## config.mk

```make
export PLATFORM = sky130hd
export DESIGN_NAME = regfile
export DESIGN_NICKNAME = d
export VERILOG_FILES = /design/src/rtl/regfile_pkg.sv /design/src/rtl/regfile.sv
export SDC_FILE = /design/constraint.sdc
export NUM_CORES = 1
export LEC_CHECK = 0
export CAP_MARGIN = 20
export CORE_MARGIN = 1
export CORE_UTILIZATION = 54
export DETAILED_ROUTE_END_ITERATION = 7
export HOLD_SLACK_MARGIN = 0.06
export PLACE_DENSITY_LB_ADDON = 0.08
export SLEW_MARGIN = 20
export SYNTH_ARGS = -nofsm -noshare
export SYNTH_HDL_FRONTEND = slang
export SYNTH_SLANG_ARGS = --single-unit
```

## constraint.sdc

```tcl
create_clock -name clk -period 3.9 [get_ports clk]
set_input_delay 0.78 -clock clk [delete_from_list [all_inputs] [get_ports clk]]
set_output_delay 0.78 -clock clk [all_outputs]
set_load 0.03 [all_outputs]
```

## src/rtl/regfile_pkg.sv

```systemverilog
// Shared CPU constants used by the register file: bus widths, enable levels
// and the local two-state FSM encoding.
package regfile_pkg;

   localparam int unsigned RegBusW    = 16;
   localparam int unsigned RegAddrW   = 4;
   localparam int unsigned RegNum     = 16;
   localparam int unsigned RegNumLog2 = 4;

   localparam logic              WriteEnable = 1'b1;
   localparam logic              ReadEnable  = 1'b1;
   localparam logic [RegBusW-1:0] ZeroWord   = '0;

   // FSM encoding: clearing after reset, then normal operation
   localparam logic StInit = 1'b0;
   localparam logic StRun  = 1'b1;

endpackage

```

## src/rtl/regfile.sv

```systemverilog
// General-purpose register file: two combinational read ports with
// write-through bypass, one synchronous write port, and a hardware clear
// sequence after reset that holds ready low until every entry is zero.
module regfile
   import regfile_pkg::*;
#(
   parameter int unsigned REG_NUM = RegNum,
   parameter int unsigned DATA_W  = RegBusW
) (
   input  logic                  clk,
   input  logic                  rst,
   input  logic                  we,
   input  logic [RegNumLog2-1:0] waddr,
   input  logic [DATA_W-1:0]     wdata,
   input  logic                  re1,
   input  logic [RegNumLog2-1:0] raddr1,
   output logic [DATA_W-1:0]     rdata1,
   input  logic                  re2,
   input  logic [RegNumLog2-1:0] raddr2,
   output logic [DATA_W-1:0]     rdata2,
   output logic                  ready
);

   logic                  state_q, state_d;
   logic [RegNumLog2-1:0] clr_ptr_q, clr_ptr_d;
   logic [DATA_W-1:0]     regs_q [REG_NUM];

   // One read port: reset/INIT, disable and r0 all force zero before bypass
   function automatic logic [DATA_W-1:0] read_port(
      input logic                  in_rst,
      input logic                  in_state,
      input logic                  ren,
      input logic [RegNumLog2-1:0] raddr,
      input logic                  wen,
      input logic [RegNumLog2-1:0] wa,
      input logic [DATA_W-1:0]     wd,
      input logic [DATA_W-1:0]     stored
   );
      logic [DATA_W-1:0] val;
      val = '0;
      if (in_rst || (in_state == StInit)) begin
         val = '0;
      end else if (ren != ReadEnable) begin
         val = '0;
      end else if (raddr == '0) begin
         val = '0;
      end else if ((wen == WriteEnable) && (wa == raddr)) begin
         val = wd;
      end else begin
         val = stored;
      end
      return val;
   endfunction

   // Clear sequencer: the pointer walks 1..REG_NUM-1, wraps to 0, and the
   // wrapped cycle is the hand-off into RUN (16th edge after reset release)
   always_comb begin
      state_d   = state_q;
      clr_ptr_d = clr_ptr_q;
      if (state_q == StInit) begin
         if (clr_ptr_q == '0) begin
            state_d = StRun;
         end else begin
            clr_ptr_d = clr_ptr_q + 1'b1;
         end
      end
   end

   // FSM and clear pointer state, asynchronously forced back to INIT
   always_ff @(posedge clk or posedge rst) begin
      if (rst) begin
         state_q   <= StInit;
         clr_ptr_q <= RegNumLog2'(1);
      end else begin
         state_q   <= state_d;
         clr_ptr_q <= clr_ptr_d;
      end
   end

   // Storage: cleared entry by entry in INIT, written by write-back in RUN
   always_ff @(posedge clk) begin
      if (state_q == StInit) begin
         if (!rst && (clr_ptr_q != '0)) begin
            regs_q[clr_ptr_q] <= '0;
         end
      end else if ((we == WriteEnable) && (waddr != '0)) begin
         regs_q[waddr] <= wdata;
      end
   end

   // Read muxes and ready flag
   always_comb begin
      rdata1 = read_port(rst, state_q, re1, raddr1, we, waddr, wdata, regs_q[raddr1]);
      rdata2 = read_port(rst, state_q, re2, raddr2, we, waddr, wdata, regs_q[raddr2]);
      ready  = !rst && (state_q == StRun);
   end

endmodule

```

==> results.json, run 1 <==
{
  "outcome": "complete, no violations",
  "post-route-period-util_pct": 96.2,
  "cts.clk_slew.worst_paths_ns": 0.06,
  "ant_nets": 0,
  "critical_path_buf_inv_count": 3,
  "ctsHoldBuffers": 0,
  "finalHoldWorstSlack_ns": 0.576,
  "p_per_area_nw_per_um2": 417,
  "die-area_sq_um": 23900,
  "rows": 55,
  "fmax_ghz": 0.267,
  "critPathKind": "in2out",
  "drtPass1Iterations": 6,
  "syn_nets": 704,
  "finalClockSkew_ns": 0.00696,
  "critPathMaxFanout": 16,
  "ys_warn_count": 0,
  "setup_violations": 0,
  "crit_path_top_delay_cell": "a31oi_2",
  "chipWidth_microns": 155,
  "syn_inst": 669,
  "worst_pin_slew_ns": 1.04,
  "design_area_sq_um": 14600,
  "layout_min_cycle_time_ns": 3.75,
  "die_y_microns": 155,
  "drt_iter0_drc": 810,
  "slew_viol_final": 0,
  "syn_area_sq_um": 12600,
  "area_growth_pct": 16.4,
  "synth_edf_count": 256,
  "cp-end-kind": "primary output",
  "grt_remaining_overflow": 0,
  "cp-startpoint": "waddr[3]",
  "drc": 0,
  "syn_area_per_cell_sq_um": 18.8,
  "dp_hpwl_mm": 21.9,
  "io_buffers": 65,
  "slew_headroom_pct": 30.2,
  "synthTopCellsByCount": "256 x edfxtp_1, 107 x mux4_2, 34 x nor2_1",
  "start_util_pct": 55.4,
  "diodes": 0,
  "synth_top_family_by_area": "multiplexers",
  "ys_types": 41,
  "place_congestion": 0.866,
  "first_global_vias": 7690,
  "core-area_sq_um": 22700,
  "post_dp_cell_area_sq_um": 13800,
  "fillCellCount": 1618,
  "hold_viol_final": 0,
  "cts_sinks": 261,
  "cp_common_cell": "buf_4",
  "arrival_ns": 2.97,
  "post_cts.repair.setup_buffers": 0,
  "grt_max_degree": 41,
  "maxCapViolCount": 0,
  "r2r_setup_slack_ns": 1.55,
  "ys_ff_latch": 261,
  "worst_path_largest_cell_delay_ns": 0.84,
  "rsz0062_at_grt": "false",
  "hp-class": "reg2reg",
  "muxShareOfSynthArea_pct": 23.8,
  "start_kind": "input pin",
  "ios": 66,
  "total_power_uw": 6110,
  "routedWlPerCell_microns": 31.5,
  "min_to": "clr_ptr_q[2]",
  "wl_met1_mm": 12.9,
  "post_cts_resize_count": 0,
  "met3_length_mm": 2.72,
  "drive_gt1_share_pct": 33.1,
  "synth.top_cell.area_share_pct": 61.1,
  "vias": 7590,
  "clk_latency_ns": 0.53,
  "min-delay-start": "clr_ptr_q[2]",
  "reg2reg_depth": 5,
  "grt_pass1_wl_mm": 50.1,
  "synthAdderAreaFrac_pct": 0.199,
  "synthSimpleGateAreaFrac_pct": 3.63,
  "cts_tree": "done",
  "cts_buffer_depth": 3,
  "required_ns": 3.12,
  "viasPerCell": 7.05,
  "synth.largest_area_cell": "edfxtp_1",
  "synth_top_flop_cell": "edfxtp_1",
  "htree_levels": 1,
  "ys_seq_area_share_pct": 62.1,
  "cellLeakagePower_uw": 0.00540,
  "crit_family": "compound AO/OA/AOI/OAI gates",
  "antenna_found_initial": 0,
  "ir_drop_uv": 424,
  "routed.top_layer": "met4",
  "async_flop_share_pct": 1.92,
  "fin_setup_tns_ns": 0,
  "crit_chain": "clkdlybuf4s50_1 -> buf_4 -> xor2_1 -> nor3_1 -> a31oi_2 -> a22o_1 -> buf_4",
  "synth_compound_area_share_pct": 6.49,
  "wirelength_mm": 33.9,
  "wl_met2_mm": 17.0,
  "root_buffer": "clkbuf_16",
  "yosysMostFrequentCell": "edfxtp_1",
  "grtUsageTotal_pct": 29.4,
  "yosys-top-cells-area": "edfxtp_1 61%, mux4_2 19%, mux4_1 4.4%, a22o_1 2.2%, a22oi_1 1.9%",
  "timing.rr.end": "regs_q[7][0]",
  "synth-xor-area-share_pct": 0.766,
  "final_nets": 805,
  "numCtsBuffers": 28,
  "min_path_cells": 1,
  "rr_startpoint": "state_q"
}
## flip-flops by register name, indices dropped and copies added, names as in the netlist
register	count
regs_q	256
clr_ptr_q	4
state_q	1
## layout make-up
cell class	instances	area [sq um]	share of cell area (%)
Sequential cell	261	7810	53.4
Multi-Input combinational cell	346	4470	30.5
Timing Repair Buffer	124	1120	7.62
Clock buffer	35	748	5.11
Tap cell	285	357	2.44
Clock inverter	16	101	0.692
Inverter	9	33.8	0.231
## kinds of logic (layout without fill, tap and decap cells)
group	after synthesis	in the layout
DFF	261	261
AOI/OAI and AO/OA	109	109
muxes	131	131
xor gates and xnor gates	11	11
adders and majority gates	2	2
buffers and inverters	62	184
and+or+nand+nor	93	93
## placed cells by master, fill, tap and decap left out, types with 4 or more instances in the layout
cell               n
buf_12            10
buf_4             82
clkinv_1           8
xnor2_1            5
edfxtp_1         256
inv_1              9
o22ai_1           30
buf_2              4
a22o_1            32
clkinv_2           5
a22oi_1           32
a32oi_1            4
dfrtp_1            4
clkbuf_16         29
mux4_1            21
nor2_1            18
and3_1            18
nor2_2            16
nand2_1           20
xor2_1             6
clkbuf_1           6
clkdlybuf4s50_1   28
mux4_2           107
## metrics by stage
step                      std cells  utilization [%]  setup WS (ns)
final                          1076             64.5          0.150
after CTS                      1076             64.5          0.144
after global placement         1025             60.7          0.178
after global routing           1076             64.5         0.0360
after floorplan                 669                -          0.849
after detailed placement       1025             60.7          0.143
## layer usage
metal,track usage [%],vias up
li1,-,3106
met1,40.1,3953
met2,48.3,443
met3,4.29,88
met4,12.1,0
met5,0,-
## where the power goes
group	switching [uW]	total [uW]	internal [uW]
clock	1030	2440	1410
combinational	337	566	229
sequential	2.36	3100	3100
total	1370	6110	4740
## worst register-to-register path, stage by stage, from the launching register on
cell     delay (ns)
dfrtp_1        0.46
and2_1         0.50
a21oi_1        0.17
o32a_1         0.40
nor2_2         0.16
buf_4          0.32
## worst max-delay path by stage
stage                     slack, ns  depth (start not counted)         end
after floorplan                0.85                          6  rdata2[10]
after global placement         0.18                          6  rdata2[13]
after detailed placement       0.14                          7  rdata2[13]
after CTS                      0.14                          7  rdata2[13]
after global routing           0.04                          7  rdata2[13]
final                          0.15                          7  rdata2[13]
Power figures use the tool's default switching activity.
==> inputs of run 2 (changes only) <==
CORE_UTILIZATION = 45   (was 54)
==> run 2 against run 1 <==
  * Final area grew 1.3%
  * First-iteration DRC count shrank 10%
  * Global-route usage shrank 4.2 points
  * Combinational power grew 3.7%
  * Critical path depth is the same
  * Critical endpoint is now rdata2[5]
  * Largest cell class unchanged
==> results.json, run 2 (synthesized netlist as in run 1, its figures left out) <==
{
  "outcome": "complete, no violations",
  "cp_common_cell": "buf_4",
  "final_nets": 808,
  "area_growth_pct": 17.9,
  "finalWorstSetupSlack_ns": 0.138,
  "post_cts.repair.setup_buffers": 0,
  "p_switching_uw": 1360,
  "netSwitchingFraction_pct": 22.6,
  "layout_min_cycle_time_ns": 3.76,
  "routedWlPerCell_microns": 30.1,
  "place_congestion": 0.876,
  "maxCapViolCount": 0,
  "fin_setup_tns_ns": 0,
  "drt_iter0_drc": 725,
  "required_ns": 3.12,
  "fmax_ghz": 0.266,
  "most-common-layout-cells": "256 x edfxtp_1, 107 x mux4_2, 78 x buf_4",
  "arrival_ns": 2.98,
  "p_per_area_nw_per_um2": 405,
  "crit_chain": "clkdlybuf4s50_1 -> and2_1 -> buf_4 -> a22oi_1 -> nand2_1 -> a22o_1 -> buf_4",
  "dp_worst_setup_slack_ns": 0.0557,
  "die-area_sq_um": 28600,
  "core-area_sq_um": 27200,
  "worst_path_largest_cell_delay_ns": 0.89,
  "power_frac_comb_pct": 9.8,
  "slew_viol_final": 0,
  "cts_sinks": 261,
  "finalClockSkew_ns": 0.0121,
  "post-route-period-util_pct": 96.5,
  "cp-startpoint": "raddr2[1]",
  "viasPerCell": 6.48,
  "mostFrequentLayoutCell": "edfxtp_1",
  "rr_startpoint": "state_q",
  "hp-class": "in2async",
  "grt_max_degree": 51,
  "total_power_uw": 6010,
  "reg_top3": "regs_q: 256 flops, clr_ptr_q: 4 flops, state_q: 1 flops",
  "dp_hpwl_mm": 23.2,
  "start_kind": "input pin",
  "final_cells": 1162,
  "diodes": 0,
  "worst_pin_slew_ns": 1.10,
  "cp-end-kind": "primary output",
  "largest_reg_flops": 256,
  "cts_buffer_depth": 3,
  "drc": 0,
  "ir_drop_uv": 320,
  "htree_levels": 1,
  "io_buffers": 65,
  "first_global_vias": 7902,
  "ctsHoldBuffers": 0,
  "critPathKind": "in2out",
  "rsz0062_at_grt": "false",
  "rows": 60,
  "top_register": "regs_q",
  "antenna_found_initial": 0,
  "p_int_uw": 4650,
  "grt_remaining_overflow": 0,
  "crit_family": "buffers and inverters",
  "numCtsBuffers": 27,
  "cts_tree": "done",
  "vias": 7529,
  "drtPass1Iterations": 7,
  "die_y_microns": 169,
  "post_cts_resize_count": 0,
  "grt_pass1_wl_mm": 51.4,
  "clkPwrFrac_pct": 38.6,
  "root_buffer": "clkbuf_16",
  "hold_viol_final": 0,
  "critPathMaxFanout": 15,
  "cts.clk_slew.worst_paths_ns": 0.06,
  "wirelength_mm": 35.0,
  "place_inst": 1116,
  "ant_nets": 0,
  "crit_path_top_delay_cell": "and2_1",
  "grtUsageTotal_pct": 25.2,
  "drive_gt1_share_pct": 32.9,
  "critical_path_buf_inv_count": 3,
  "cellLeakagePower_uw": 0.00541,
  "clk_latency_ns": 0.53,
  "seqPwrFrac_pct": 51.6,
  "setup_violations": 0,
  "chipWidth_microns": 169,
  "ios": 66,
  "start_util_pct": 46.3,
  "slew_headroom_pct": 26.5,
  "fillCellCount": 2134
}
## run 2: final cells by class
type,instances,area (sq um),area share (%)
clock buffers,31,691,4.66
well taps,372,465,3.14
repair buffers,128,1250,8.41
inverters,9,33.8,0.228
clock inverters,15,86.3,0.582
flip-flops and latches,261,7810,52.7
multi-input cells,346,4490,30.3
## run 2: worst register-to-register path, delay by kind of cell, from the launching register on
family          cells  cell delay (ns)
compound gates      1             0.29
flops               1             0.47
buf+inv             1             0.35
simple gates        2             1.09
## run 2: worst paths after layout
kind / end / cells after the start / slack [ns]
hold / removal: clr_ptr_q[2] / 2 / 0.53
setup / recovery: rdata2[5] / 7 / 0.14
setup reg to reg: regs_q[8][14] / 4 / 1.39
max in group asynchronous: clr_ptr_q[0] / 2 / 3.12
min in group clk: clr_ptr_q[0] / 2 / 0.58
hold reg to reg: clr_ptr_q[0] / 2 / 0.58
## run 2: power groups by stage
stage	Combinational, uW	Sequential, uW	Clock (uW)
2_1_floorplan	345	3160	0
3_5_place_dp	586	3160	0
5_1_grt	620	3100	2450
6_report	587	3100	2320
4_1_cts	588	3100	2350
3_3_place_gp	579	3160	0
## run 2: per-stage QoR
stage	util, %	cell area, sq um	hold slack [ns]
CTS	54.5	14800	0.529
floorplan	-	12600	0.499
finish	54.5	14800	0.528
detailed placement	51.6	14000	0.566
global placement	51.6	14000	0.562
global route	54.5	14800	0.569
## run 2: layer usage
layer | track usage [%] | routed length (microns) | vias up | part of all wire [%]
li1 | - | - | 3115 | -
met1 | 33.7 | 13600 | 4032 | 39
met2 | 44.1 | 18400 | 330 | 53
met3 | 3.26 | 2190 | 52 | 6.3
met4 | 5.95 | 767 | 0 | 2.2
met5 | 0 | 0 | - | 0
==> inputs of run 3 (changes only) <==
SLEW_MARGIN = 40   (was 20)
==> run 3 against run 2 <==
  * Global-route usage grew 0.14 points
  * Worst hold slack gained 0.014 ns
  * Sequential share of layout area shrank 0.40 points
  * Final area grew 0.77%
  * Die area is the same
  * Count of clock-buffer cells in the layout is the same
  * Combinational power is essentially flat
  * Worst setup slack gained 0.049 ns
  * Clock skew shrank 0.0061 ns
  * Fmax grew 1.3%
  * Critical path depth grew 1
  * Total power grew 3.9%
  * Critical endpoint is now rdata2[12]
  * Highest routed layer unchanged
==> results.json, run 3 (synthesized netlist as in run 1, its figures left out) <==
{
  "diodes": 0,
  "cts_tree": "done",
  "hp-class": "in2async",
  "p_per_area_nw_per_um2": 418,
  "busiest_layer": "met2",
  "design_area_sq_um": 14900,
  "reg_top3": "regs_q: 256 flops, clr_ptr_q: 4 flops, state_q: 1 flops",
  "worst_path_largest_cell_delay_ns": 0.44,
  "outcome": "complete, no violations",
  "ctsHoldBuffers": 0,
  "cts_buffer_depth": 3,
  "cp_common_cell": "buf_4",
  "slew_headroom_pct": 44.9,
  "drive_gt1_share_pct": 33.6,
  "crit_chain": "clkdlybuf4s50_1 -> buf_4 -> xor2_1 -> nor3_1 -> nor4bb_4 -> buf_4 -> a22o_1 -> buf_4",
  "io_buffers": 65,
  "met3_usage_pct": 4.31,
  "dp_worst_setup_slack_ns": 0.197,
  "grt_pass1_wl_mm": 51.3,
  "hold_viol_final": 0,
  "ir_drop_uv": 319,
  "htree_levels": 1,
  "critPathMaxFanout": 9,
  "finalClockSkew_ns": 0.00599,
  "numCtsBuffers": 28,
  "setup_violations": 0,
  "grt_remaining_overflow": 0,
  "drt_iter0_drc": 695,
  "use_met2_pct": 44.1,
  "rows": 60,
  "reg2reg_depth": 4,
  "area_growth_pct": 18.8,
  "ios": 66,
  "grtUsageTotal_pct": 25.3,
  "worst_pin_slew_ns": 0.826,
  "rr_startpoint": "state_q",
  "root_buffer": "clkbuf_16",
  "dp_hpwl_mm": 23.2,
  "final_nets": 809,
  "wirelength_mm": 35.1,
  "routedWlPerCell_microns": 30.1,
  "crit_path_top_delay_cell": "clkdlybuf4s50_1",
  "post-route-period-util_pct": 95.2,
  "first_global_vias": 7822,
  "cts.clk_slew.worst_paths_ns": 0.06,
  "cellLeakagePower_uw": 0.00547,
  "die-area_sq_um": 28600,
  "post_dp_cell_area_sq_um": 14000,
  "post_cts_resize_count": 0,
  "critPathKind": "in2out",
  "required_ns": 3.12,
  "top_register": "regs_q",
  "largest_reg_flops": 256,
  "viasPerCell": 6.36,
  "arrival_ns": 2.93,
  "antenna_found_initial": 0,
  "drc": 0,
  "layout_min_cycle_time_ns": 3.71,
  "mostFrequentLayoutCell": "edfxtp_1",
  "rsz0062_at_grt": "false",
  "chipWidth_microns": 169,
  "cts_sinks": 261,
  "drtPass1Iterations": 8,
  "fmax_ghz": 0.269,
  "ant_nets": 0,
  "start_util_pct": 46.3,
  "fin_setup_tns_ns": 0,
  "vias": 7420,
  "place_congestion": 0.876,
  "grt_max_degree": 51,
  "cp-end-kind": "primary output",
  "core-area_sq_um": 27200,
  "start_kind": "input pin",
  "most-common-layout-cells": "256 x edfxtp_1, 107 x mux4_2, 78 x buf_4",
  "utilization_pct": 55.0,
  "finalWorstSetupSlack_ns": 0.187,
  "r2r_setup_slack_ns": 1.36,
  "timing.rr.end": "regs_q[8][9]",
  "die_y_microns": 169,
  "slew_viol_final": 0,
  "post_cts.repair.setup_buffers": 0,
  "clk_latency_ns": 0.53,
  "met1_usage_pct": 32.5,
  "maxCapViolCount": 0
}
-- run 3: cell count changes in the layout (fill, tap and decap cells not counted) --
cell       previous run  this run
bufinv_16             1         3
and2_1                3         2
and2_2                0         1
clkbuf_16            27        29
clkbuf_1              4         2
clkinv_2              3         5
-- run 3: how the worst max path moves through the flow --
stage,start,endpoint,slack [ns],cells after the start
2_1_floorplan,rst,rdata2[10],0.85,6
3_3_place_gp,raddr2[2],rdata2[14],0.06,7
3_5_place_dp,raddr2[2],rdata2[12],0.20,8
4_1_cts,raddr2[2],rdata2[12],0.19,8
5_1_grt,raddr2[2],rdata2[12],0.05,8
6_report,raddr2[2],rdata2[12],0.19,8
-- run 3: layout make-up --
| cell class | count | area [sq um] |
|---|---|---|
| clock buffer | 31 | 733 |
| clock inverter | 19 | 156 |
| fill | 2148 | 12200 |
| inverter | 9 | 33.8 |
| multi-input combinational | 346 | 4490 |
| sequential | 261 | 7810 |
| tap | 372 | 465 |
| timing repair buffer | 128 | 1250 |
-- run 3: per-stage QoR --
stage,std cells,hold slack [ns],total power (uW)
2_1_floorplan,669,0.499,3500
3_3_place_gp,1116,0.562,3740
3_5_place_dp,1116,0.553,3750
4_1_cts,1166,0.526,6290
5_1_grt,1166,0.560,6420
6_report,1166,0.542,6240
-- run 3: metal layers --
metal  vias to the layer above  wire length (microns)  part of all wire [%]
li1                       3117                      -                     -
met1                      3909                  13500                    38
met2                       333                  18200                    52
met3                        61                   2420                   6.9
met4                         0                    973                   2.8
met5                         -                      0                     0
-- run 3: where the power goes --
group / internal, uW / total [uW] / switching, uW
clock: 1530 / 2550 / 1020
sequential: 3100 / 3100 / 2.30
combinational: 241 / 588 / 347
-- run 3: worst max-delay path, delay by kind of cell --
family	cells	cell delay (ns)
compound gates	1	0.20
xor+xnor	1	0.16
buf+inv	4	1.04
simple gates	2	0.74
==> edit 1: new RTL, config.mk and constraints of run 3 <==
`RegBusW`: 16 -> 17.
--- a/src/rtl/regfile_pkg.sv
+++ b/src/rtl/regfile_pkg.sv
@@ -2,7 +2,7 @@
 // and the local two-state FSM encoding.
 package regfile_pkg;
 
-   localparam int unsigned RegBusW    = 16;
+   localparam int unsigned RegBusW    = 17;
    localparam int unsigned RegAddrW   = 4;
    localparam int unsigned RegNum     = 16;
    localparam int unsigned RegNumLog2 = 4;
Interface: changed (resized rdata1, rdata2 and wdata); port bits go from 66 to 69. No check against the original RTL was run, so the function may have changed too.
==> edit 1 against run 3 <==
Sequential cell count up 16. Wire length increased by 9.5%. Power increased by 6.7%. Via count up 6.4%. Combinational power rose by 8.2%. Cell area rose by 7.4%. Critical path depth fell by 1. Worst setup slack lost 8.1 ps. Final cell count increased by 4.9%. Synthesized area grew 6.7%. Critical path type unchanged. Largest power group unchanged. Highest routed layer unchanged.
==> edit 1: results (changes against run 3) <==
Synth cell count leaders = edfxtp_1 (272), mux4_2 (131), nand2_1 (36)
Clk Latency, worst-skew pair = 550 ps (+20 ps)
Buffers added on ports = 68 (+4.6%)
Ys async rst share = 1.81% (-0.11 points)
Fill cell count = 2,267 (+5.5%)
Lkg Pwr = 0.00583 uW (+6.6%)
Post-Route WL = 38,500 um (+9.5%)
CP max stage delay = 540 ps (+100 ps)
Post-synth EDFFs = 272 (+6.3%)
Arr. time, crit path = 2940 ps (about the same)
Top flop regs = regs_q: 272 flops, clr_ptr_q: 4 flops, state_q: 1 flops
Crit-path max FO = 17 (+8)
Via-to-Cell Ratio = 6.45 (+1.4%)
DR pass1 iterations = 5 (-3)
Post-detail-place hpwl = 23,800 um (+2.5%)
CP max-delay cell = clkdlybuf4s50_1
Post-synth net total = 756 (+7.4%)
Nets = 853 (+5.4%)
First-pass GRT wire length = 57,000 um (+11%)
Post-Layout Cell Count = 1,223 (+4.9%)
GRT Total Usage = 26.0% (+0.69 points)
Clock Skew = 19.0 ps (+13.0 ps)
Seq/Total Area, Yosys = 61.8% (-0.33 points)
CP delay by family, top = buffers and inverters
DRT iter0 DRCs = 894 (+29%)
Layout cell share with drive strength beyond 1 = 34.4% (+0.82 points)
Final setup viols = 0 (unchanged)
Cells after synthesis = 720 (+7.6%)
Distinct cells, synth = 40 (-2.4%)
Num CTS Buffers = 29 (+3.6%)
Number of global-route vias before repair = 8,599 (+9.9%)
Max VDD drop = 329 uV (+2.9%)
Status = completed
Slew HR = 56.7% (+12 points)
Synth area leaders = edfxtp_1 (61%), mux4_2 (22%), a22oi_1 (1.9%)
Largest net degree at the start of global routing = 37 (-27%)
edit 1: worst paths after layout:
check                              from  cells after the start  slack [ps]           end
max                            waddr[3]                      7         180    rdata2[12]
min                                 rst                      2         580       state_q
max reg2reg                     state_q                      5        1650  regs_q[6][6]
min reg2reg                clr_ptr_q[0]                      2         580  clr_ptr_q[0]
max in group asynchronous           rst                      2        3080  clr_ptr_q[0]
min in group clk           clr_ptr_q[0]                      2         580  clr_ptr_q[0]
edit 1: power breakdown:
part	total [uW]	internal, uW	switching (uW)
clock	2730	1630	1100
combinational	636	268	368
sequential	3290	3290	2.51
edit 1: logic make-up after synthesis:
group,Yosys count,synth area share [%]
and+or+nand+nor,108,4.08
adders and majority gates,2,0.186
xor gates and xnor gates,11,0.718
AOI/OAI and AO/OA,99,6.16
muxes,155,24.4
DFF,277,61.8
buffers and inverters,68,2.65
edit 1: routing by layer:
layer	vias up	share of wire, %	track usage, %
li1	3291	-	-
met1	4236	40	34.7
met2	285	51	43.7
met3	82	6.1	4.22
met4	0	3.1	8.70
met5	-	0	0
edit 1: per-stage QoR:
step	setup slack, ps	area, um2
floorplan	671	13400
global placement	207	15100
detailed placement	231	15100
CTS	220	16000
global route	83.6	16000
finish	179	16000
edit 1: area by class of cell:
type,count,share of cell area (%)
clock buffers,38,4.73
flip-flops and latches,277,51.7
clock inverters,15,1.07
multi-input cells,375,30.3
well taps,384,3.00
repair buffers,125,9.00
inverters,9,0.211
edit 1: worst register-to-register path: cells and delay by family, from the launching register on:
kind / cells / cell delay, ps
buf+inv: 2 / 670
flops: 1 / 440
simple gates: 2 / 500
compound gates: 1 / 310
==> edit 2: new RTL, settings of run 3 <==
Made on the original files. Reset style: synchronous (`rst`), changed in one clocked block. Comments in the files are not updated.
--- a/src/rtl/regfile.sv
+++ b/src/rtl/regfile.sv
@@ -67,7 +67,7 @@
    end
 
    // FSM and clear pointer state, asynchronously forced back to INIT
-   always_ff @(posedge clk or posedge rst) begin
+   always_ff @(posedge clk) begin
       if (rst) begin
          state_q   <= StInit;
          clr_ptr_q <= RegNumLog2'(1);
Check against the original RTL: same outputs for any inputs over 10 cycles, from zero or initial values and one cycle with rst high; that may be too few to reach the edited logic, so the function may still have changed.
==> edit 2 against run 3 <==
Critical path depth is 1 lower. Synthesized area is 0.76% higher. Sequential cell count stayed put. Wire length is 0.83% higher. Hold slack better by 39 ps. Cell area is 1.4% higher. Utilization is 0.30 points lower. Worst setup slack better by 11 ps. Register-to-register slack worse by 20 ps. Critical path type unchanged.
Power is not compared: it rests on default switching activity, and its combinational part moved more than twofold at a synthesized area within 25%.
==> edit 2: results (changes against run 3) <==
CTS Buffer Depth = 3 (unchanged)
Clock Skew = 5.50 ps (-0.491 ps)
CTS clk-pin slew, worst paths = 50 ps
Initial antenna violation count = 0 (unchanged)
Max VDD drop = 421 uV
Clk Latency, worst-skew pair = 540 ps
GRT Total Usage = 25.6% (+0.24 points)
Synth area leaders = edfxtp_1 (61%), mux4_2 (23%), a22oi_1 (1.9%)
First-pass GRT wire length = 52,100 um (+1.5%)
Post-Layout Cell Count = 1,186 (+1.7%)
M1 wire length = 14,400 um (+6.7%)
Vias post-DR = 7,477 (+0.77%)
Top flop regs = regs_q: 256 flops, clr_ptr_q: 4 flops, state_q: 1 flops
Buffers added on ports = 65 (unchanged)
Synth cell count leaders = edfxtp_1 (256), mux4_2 (128), a22oi_1 (32), nand2_1 (32), nor2_1 (22)
Routing usage on met1 = 34.7% (+2.2 points)
Top layer in use = met4
Top reg by flops = regs_q
WL met2 = 17,700 um (-2.6%)
Distinct cells, synth = 40 (-2.4%)
Slew HR = 51.7% (+6.9 points)
Lkg Pwr = 0.00497 uW
Crit-path max FO = 16 (+7)
Nets = 821 (+1.5%)
Largest net degree at the start of global routing = 40 (-22%)
DR pass1 iterations = 5 (-3)
Htree depth = 1 (unchanged)
Final GP Congestion = 0.822 (-6.1%)
Seq/Total Area, Yosys = 61.5% (-0.67 points)
Post-synth net total = 723 (+2.7%)
Hold WC Path Type = reg -> reg
Met3 usage = 3.71% (-0.61 points)
Fill cell count = 2,160 (+0.56%)
Ys async rst share = 0% (-1.9 points)
Number of global-route vias before repair = 7,949 (+1.6%)
Ys Warns = 0 (unchanged)
Met3 WL post-DR = 2440 um (+0.66%)
Post-synth EDFFs = 256 (unchanged)
Status = completed
M2 GR Usage = 43.1% (-1.0 points)
Avg WL per Cell = 29.9 um (-0.87%)
Num CTS Buffers = 28 (unchanged)
Post-detail-place hpwl = 22,000 um (-5.2%)
Layout cell share with drive strength beyond 1 = 35.3% (+1.6 points)
Syn avg cell area = 18.4 um2 (-2.0%)
Clk root buf = clkbuf_16
DRT iter0 DRCs = 738 (+6.2%)
Post_cts resized = 0 (unchanged)
Post-CTS Setup Repair Bufs = 0 (unchanged)
Inst Count DP = 1,134 (+1.6%)
Antenna cells = 0 (unchanged)
edit 2: power breakdown:
group | switching, uW | internal [uW]
Combinational | 715 | 551
Clock | 1070 | 1500
Sequential | 120 | 3380
edit 2: logic make-up after synthesis:
logic type | Yosys count | synth area share, %
flops | 261 | 61.5
buf+inv | 66 | 2.86
mux | 147 | 24.3
xor+xnor | 11 | 0.760
compound gates | 94 | 6.12
fa+ha+maj | 2 | 0.197
simple gates | 107 | 4.33
edit 2: critical path: stages:
cell	delay, ps
clkdlybuf4s50_1	530
xor2_1	210
nor3_1	310
nor4bb_4	250
buf_4	350
a32o_1	320
buf_12	160
edit 2: layout make-up:
type | count | area [um2] | share of cell area, %
tap | 378 | 473 | 3.12
multi-input combinational | 361 | 4600 | 30.4
sequential | 261 | 7790 | 51.4
inverter | 8 | 30.0 | 0.198
clock buffer | 37 | 756 | 4.99
clock inverter | 15 | 135 | 0.892
timing repair buffer | 126 | 1360 | 8.99
edit 2: through the flow:
step | util (%) | power, uW | hold slack [ps] | area [um2] | worst slack (ps)
finish | 54.7 | 7330 | 581 | 15100 | 198
global route | 54.7 | 7570 | 638 | 15100 | 132
CTS | 54.7 | 7370 | 589 | 15100 | 212
detailed placement | 51.4 | 4830 | 570 | 14300 | 220
global placement | 51.4 | 4800 | 565 | 14300 | 252
floorplan | - | 4270 | 540 | 12700 | 629
edit 2: worst paths after layout:
path / from / endpoint / slack, ps / depth (start not counted)
setup reg to reg: state_q / regs_q[2][9] / 1340 / 7
hold reg to reg: clr_ptr_q[2] / clr_ptr_q[2] / 580 / 2
hold / removal: clr_ptr_q[2] / clr_ptr_q[2] / 580 / 2
setup / recovery: waddr[2] / rdata2[10] / 200 / 7
